[src/rtl/registers.sv]
// registers: eight parallel WIDTH-bit storage slots with a common load enable.
// All slots load together on a rising clk edge when en is high and hold
// otherwise. rst is asynchronous and active-low; while it is low every slot
// reads zero. Each output comes straight from its slot's flip-flops.
module registers #(
    parameter int WIDTH = 8
) (
    input  logic             clk,
    input  logic             rst,
    input  logic             en,
    input  logic [WIDTH-1:0] i0,
    input  logic [WIDTH-1:0] i1,
    input  logic [WIDTH-1:0] i2,
    input  logic [WIDTH-1:0] i3,
    input  logic [WIDTH-1:0] i4,
    input  logic [WIDTH-1:0] i5,
    input  logic [WIDTH-1:0] i6,
    input  logic [WIDTH-1:0] i7,
    output logic [WIDTH-1:0] o0,
    output logic [WIDTH-1:0] o1,
    output logic [WIDTH-1:0] o2,
    output logic [WIDTH-1:0] o3,
    output logic [WIDTH-1:0] o4,
    output logic [WIDTH-1:0] o5,
    output logic [WIDTH-1:0] o6,
    output logic [WIDTH-1:0] o7
);

    logic [WIDTH-1:0] slot [8];

    // Load all eight slots in parallel on en; clear them asynchronously on reset.
    always_ff @(posedge clk or negedge rst) begin
        if (!rst) begin
            for (int k = 0; k < 8; k++) begin
                slot[k] <= '0;
            end
        end else if (en) begin
            slot[0] <= i0;
            slot[1] <= i1;
            slot[2] <= i2;
            slot[3] <= i3;
            slot[4] <= i4;
            slot[5] <= i5;
            slot[6] <= i6;
            slot[7] <= i7;
        end
    end

    assign o0 = slot[0];
    assign o1 = slot[1];
    assign o2 = slot[2];
    assign o3 = slot[3];
    assign o4 = slot[4];
    assign o5 = slot[5];
    assign o6 = slot[6];
    assign o7 = slot[7];

endmodule

[config.mk]
export PLATFORM = sky130hd
export DESIGN_NAME = registers
export DESIGN_NICKNAME = d
export VERILOG_FILES = /design/src/rtl/registers.sv
export SDC_FILE = /design/constraint.sdc
export NUM_CORES = 1
export LEC_CHECK = 0
export CAP_MARGIN = 40
export CELL_PAD_IN_SITES_DETAIL_PLACEMENT = 0
export CELL_PAD_IN_SITES_GLOBAL_PLACEMENT = 2
export CORE_MARGIN = 1.5
export CORE_UTILIZATION = 27
export DETAILED_ROUTE_END_ITERATION = 8
export GPL_TIMING_DRIVEN = 0
export PLACE_DENSITY = 0.82
export SLEW_MARGIN = 40
export SYNTH_ARGS = -nofsm -noshare
export SYNTH_HDL_FRONTEND = slang
export SYNTH_SLANG_ARGS = --single-unit
export TNS_END_PERCENT = 5
[constraint.sdc]
create_clock -name clk -period 0.8 [get_ports clk]
set_input_delay 0.16 -clock clk [delete_from_list [all_inputs] [get_ports clk]]
set_output_delay 0.16 -clock clk [all_outputs]
set_load 0.03 [all_outputs]
# After elaboration in Yosys (flattened, before gate mapping)
# Index checks and enable logic that the tools add are counted.
# totals
reg_bits	64
out_inout_bits	64
in_bits	67

# Logic depth before layout (Yosys ltp)
# Gate-level depths: netlist (run 1).
# depth
depth_word	0
ltp_mapped	3
depth_no_buf	1

# Worst setup path after synthesis (run 1)
# No wires, ideal clock.
# synth_timing
path_type	input port to flip-flop
startpoint	in en
endpoint	reg slot (netlist bit o0[0])
path_slack_ns	-0.091
arrival_ns	0.766
path_buffers	2
required_time_ns	0.675
stages	3
setup_ns	0.125
path_cell_list	buf_6 buf_12 mux2_4
# synth_lines
item	line_no	text
start: declaration	10	input logic en,
end: declaration	29	logic [WIDTH-1:0] slot [8];
# No word-level cell between the ends.

# Worst setup path after layout (run 1)
# layout_timing
startpoint	reg slot (netlist bit o3[2])
endpoint	out o3[2]
# layout_lines
item	line_no	text
end: declaration	22	output logic [WIDTH-1:0] o3,
# No word-level cell between the ends.

==> impl_metrics.tcl, run 1 <==
set metrics [dict create \
    status "complete, but fails checks" \
    crit_family "flip-flops" \
    met1Wirelength_um 2660 \
    min_period_ns 1.05 \
    dieArea_sq_mm 0.0105 \
    first_global_vias 1814 \
    final_common_cell "buf_6" \
    vias_per_cell 4.00 \
    p_total_uw 9150 \
    fmax_mhz 952 \
    ioPinCount 131 \
    hold_viol 32 \
    grt_max_degree 34 \
    reg2reg_from "o3[6]" \
    top_layer "met4" \
    antenna_cells 0 \
    cp-end-kind "output port" \
    die-width_um 103 \
    dpl_worst_slack_ns -0.388 \
    grt_pass1_wl_um 8850 \
    fin_tns_setup_ns -15.17 \
    wl_um 5760 \
    cts-buffers-inserted 9 \
    grt.total_usage_pct 11.2 \
    clk_latency_ns 0.32 \
    grt-ovfl-total 0 \
    drive_gt1_share_pct 56.4 \
    cap_violations 0 \
    crit_required_ns 0.64 \
    cts.clk_slew.worst_paths_ns 0.08 \
    antenna_found_initial 0 \
    avgRoutedWirePerCell_um 13.6 \
    htreeDepth 3 \
    violations "negative hold slack, negative setup slack" \
    syn_avg_cell_area_sq_um 19.8 \
    coreArea_sq_mm 0.00968 \
    start_kind "flip-flop" \
    layout_setup_ws_ns -0.251 \
    port_buffers 129 \
    cp_slowest_cell "dfrtp_1" \
    crit_path_start "o3[2]" \
    layout_common_cells "buf_6 (65), clkdlybuf4s50_1 (64), dfrtp_1 (61), mux2_4 (60), clkbuf_8 (10)" \
    nFillCells 859 \
    syn-num-nets 202 \
    die_y_um 103 \
    cp.arrival_ns 0.89 \
    syn_to_final_growth_pct 68.3 \
    setup_violations 71 \
    path_class "reg2out" \
    drc 0 \
    skew_ns 0 \
    crit_buf_inv 1 \
    cts_root_buf "clkbuf_8" \
    r2r_slack_ns -0.19 \
    slew_headroom_pct 71.5 \
    cts_tree "built" \
    synth.cell_area_sq_mm 0.00268 \
    worstPathMaxFanout 2 \
    wl_met2_um 2490 \
    slowest_delay_ns 0.41 \
    reg2reg_to "o3[6]" \
    synth.ff_latch_count 64 \
    synth.distinct_cells 5 \
    ant_nets 0 \
    fin_crit_sh_pct 131 \
    worstPathCellList "buf_6" \
    ys_warn_count 0 \
    rows 36 \
    final_nets 351 \
    stdcell_count 422 \
    cts_buffer_depth 2 \
    r2r_cells 3 \
    timing.hold.ws_ns -0.228 \
    tightest_slew_ns 0.427 \
    placed_cells 398 \
    synth-seq-area-share_pct 59.8 \
    drt_iter0_markers 29 \
    p_leak_uw 0.00211 \
    dpl.hpwl_um 4020 \
    start_util_pct 27.7 \
    hold_path.class "in2async" \
    clock-sinks 64 \
    finalMaxSlewViolations 0 \
    power_density_mw_per_mm2 2030 \
    vias 1690 \
    rsz0062_at_grt "yes" \
    drtPass1Iterations 4 \
    synthCells 135 \
    routabilityCongestion 0.650 \
    wl_met3_um 523 \
    ir_drop_mv 0.724 \
]
sequential cells by signal, indices dropped and copies added, names as in the netlist:
register	count
o0	8
o1	8
o2	8
o3	8
o4	8
o5	8
o6	8
o7	8
kinds of logic after synthesis:
family	share of synthesized area (%)
buf+inv	4.90
flops	59.8
mux	35.3
where the power goes:
part	switching, uW	total (uW)	internal (uW)	leakage [uW]
clock network	1250	2770	1520	0.0000993
logic	1100	2570	1470	0.00127
registers	242	3810	3570	0.000745
total	2600	9150	6560	0.00211
area by class of cell:
type,instances,area (sq um),area share (%)
sequential,64,1610,35.6
timing repair buffer,138,1450,32.2
multi-input combinational,64,946,21.0
tap,133,166,3.69
clock buffer,11,141,3.14
buffer,7,140,3.11
clock inverter,5,56.3,1.25
worst max path at each step:
stage	end	depth (start not counted)
2_1_floorplan	o0[3]	1
3_3_place_gp	o0[1]	1
3_5_place_dp	o1[6]	1
4_1_cts	o3[3]	1
5_1_grt	o3[2]	1
6_report	o3[2]	1
synth_stat cells (all sizes together):
cell type	count	share of area (%)
buf	7	4.9
mux2	64	35
dfrtp	64	60
per-stage QoR:
stage               utilization [%]  cell area [sq um]
global route                   46.6               4510
floorplan                         -               2690
global placement               42.8               4150
finish                         46.6               4510
detailed placement             43.0               4170
CTS                            46.4               4490
what timing repair did:
item | in CTS | in global routing
endpoints found under the setup margin | 64 | 83
endpoints found under the hold margin | 32 | 32
gates resized for setup | 446 | 3
setup buffers | 7 | 1
routing by layer:
| layer | track usage [%] | vias to the layer above |
|---|---|---|
| li1 | - | 769 |
| met4 | 5.06 | 0 |
| met2 | 15.5 | 83 |
| met5 | 0 | - |
| met1 | 15.6 | 829 |
| met3 | 3.93 | 9 |
No activity file was read; power rests on OpenSTA's default activity.
==> run 2, diff against run 1 <==
Settings changed: ABC_AREA set to 1, CORE_UTILIZATION 27 to 21, PLACE_DENSITY 0.82 to 0.81.
==> impl_metrics.tcl, run 2 <==
set metrics [dict create \
    grt_max_degree 35 \
    dpl_worst_slack_ns -0.525 \
    cp-end-kind "output port" \
    ant_nets 0 \
    vias_per_cell 3.83 \
    htreeDepth 3 \
    die-width_um 111 \
    cts_root_buf "clkbuf_16" \
    r2r_cells 3 \
    layout_common_cells "nand2_1 (192), buf_6 (66), clkdlybuf4s50_1 (64), dfrtp_1 (64), clkbuf_16 (9)" \
    multi_input_area_sq_um 721 \
    synth.distinct_cells 6 \
    syn_to_final_growth_pct 78.1 \
    r2r_slack_ns 0.07 \
    ff_latch_area_sq_mm 0.00160 \
    final_common_cell "nand2_1" \
    cts.clk_slew.worst_paths_ns 0.05 \
    clk_latency_ns 0.32 \
    reg2reg_from "o3[4]" \
    drt_iter0_markers 71 \
    antenna_cells 0 \
    wl_um 6820 \
    dpl_cell_area_sq_mm 0.00395 \
    synth_commonest_cells "nand2_1 (192), dfrtp_1 (64), buf_2 (6), clkbuf_8 (6)" \
    fin_crit_sh_pct 128 \
    fin_tns_setup_ns -13.53 \
    nFillCells 1204 \
    clock-sinks 64 \
    synth-seq-area-share_pct 65.5 \
    async_flop_share_pct 100 \
    setup_violations 64 \
    synth_most_common_cell "nand2_1" \
    slowest_delay_ns 0.40 \
    violations "negative hold slack, negative setup slack" \
    synthTopCellsByArea "dfrtp_1 (65%), nand2_1 (29%), clkbuf_8 (3.4%)" \
    die_y_um 111 \
    coreArea_sq_mm 0.0114 \
    dieArea_sq_mm 0.0123 \
    power_density_mw_per_mm2 2230 \
    tightest_slew_ns 0.305 \
    ioPinCount 131 \
    p_leak_uw 0.00223 \
    min_period_ns 1.02 \
    rsz0062_at_grt "yes" \
    synthCells 270 \
    grt-ovfl-total 0 \
    cp_slowest_cell "dfrtp_1" \
    final_nets 481 \
    drive_gt1_share_pct 23.0 \
    finalMaxSlewViolations 0 \
    dpl.hpwl_um 4830 \
    crit_family "flip-flops" \
    grt_pass1_wl_um 11200 \
    start_kind "flip-flop" \
    crit_required_ns 0.64 \
    synth_top_cell_area_share_pct 65.5 \
    ys_warn_count 0 \
    avgRoutedWirePerCell_um 12.2 \
    cp.arrival_ns 0.86 \
    cap_violations 0 \
    worstPathCellList "buf_6" \
    status "complete, but fails checks" \
    antenna_found_initial 0 \
    vias 2146 \
    start_util_pct 21.5 \
    fmax_mhz 978 \
    reg2reg_to "o3[4]" \
    port_buffers 130 \
    cts-buffers-inserted 9 \
    routabilityCongestion 0.669 \
    first_global_vias 2191 \
    synth.ff_latch_count 64 \
    slew_headroom_pct 79.7 \
    crit_buf_inv 1 \
    worstPathMaxFanout 2 \
    ir_drop_mv 1.20 \
    skew_ns 0 \
    path_class "reg2out" \
    cts_tree "built" \
    synth_edf_count 0 \
    synth.cell_area_sq_mm 0.00245 \
    hold_path.class "in2async" \
    hold_viol 32 \
    final_area_sq_mm 0.00436 \
    syn_avg_cell_area_sq_um 9.06 \
    rows 39 \
    synth_area_leader_cell "dfrtp_1" \
    timing.hold.ws_ns -0.289 \
    synth_ff_type "dfrtp_1" \
    cts_buffer_depth 2 \
    drc 0 \
    drtPass1Iterations 4 \
    grt.total_usage_pct 11.5 \
    syn-num-nets 337 \
    layout_setup_ws_ns -0.223 \
]
run 2: repair_timing:
action / in CTS / in global routing
resized for setup: 456 / 0
endpoints found under the hold margin: 30 / 30
pin swaps: 0 / 0
setup endpoints to repair: 125 / 64
setup buffers: 1 / 1
run 2: worst max-delay path by stage:
stage / startpoint / slack (ns) / end / cells past startpoint
2_1_floorplan: o0[0] / 0.07 / o0[0] / 2
3_3_place_gp: rst / -2.71 / o2[2] / 1
3_5_place_dp: en / -0.53 / o5[1] / 5
4_1_cts: o6[3] / -0.24 / o6[3] / 1
5_1_grt: o6[2] / -0.27 / o6[2] / 1
6_report: o3[0] / -0.22 / o3[0] / 1
run 2: cells by family after synthesis:
group / synth area share, %
flops: 65.5
buf+inv: 5.06
simple gates: 29.5
run 2: metal layers:
| layer | wire length (um) | track usage (%) | vias up |
|---|---|---|---|
| met5 | 0 | 0 | - |
| li1 | - | - | 1091 |
| met4 | 78 | 3.33 | 0 |
| met2 | 3110 | 17.2 | 73 |
| met3 | 555 | 5.90 | 9 |
| met1 | 3070 | 14.4 | 973 |
run 2: area by class of cell:
class	instances	area share, %
Buffer	13	3.13
Clock buffer	11	5.80
Clock inverter	3	0.977
Inverter	1	0.144
Multi-Input combinational cell	192	16.5
Sequential cell	64	36.8
Tap cell	143	4.11
Timing Repair Buffer	133	32.5
run 2: where the power goes:
| part | total (uW) | switching (uW) | internal [uW] | leakage (uW) |
|---|---|---|---|---|
| clock network | 3870 | 1330 | 2540 | 0.000143 |
| registers | 3740 | 210 | 3530 | 0.000779 |
| logic | 2110 | 1090 | 1020 | 0.00131 |
run 2: metrics by stage:
| stage | total power [uW] | util (%) | instances |
|---|---|---|---|
| after floorplan | 4670 | - | 270 |
| after global routing | 10200 | 38.3 | 560 |
| after CTS | 9900 | 38.2 | 559 |
| after detailed placement | 5790 | 34.7 | 544 |
| final | 9720 | 38.3 | 560 |
| after global placement | 5770 | 34.5 | 543 |
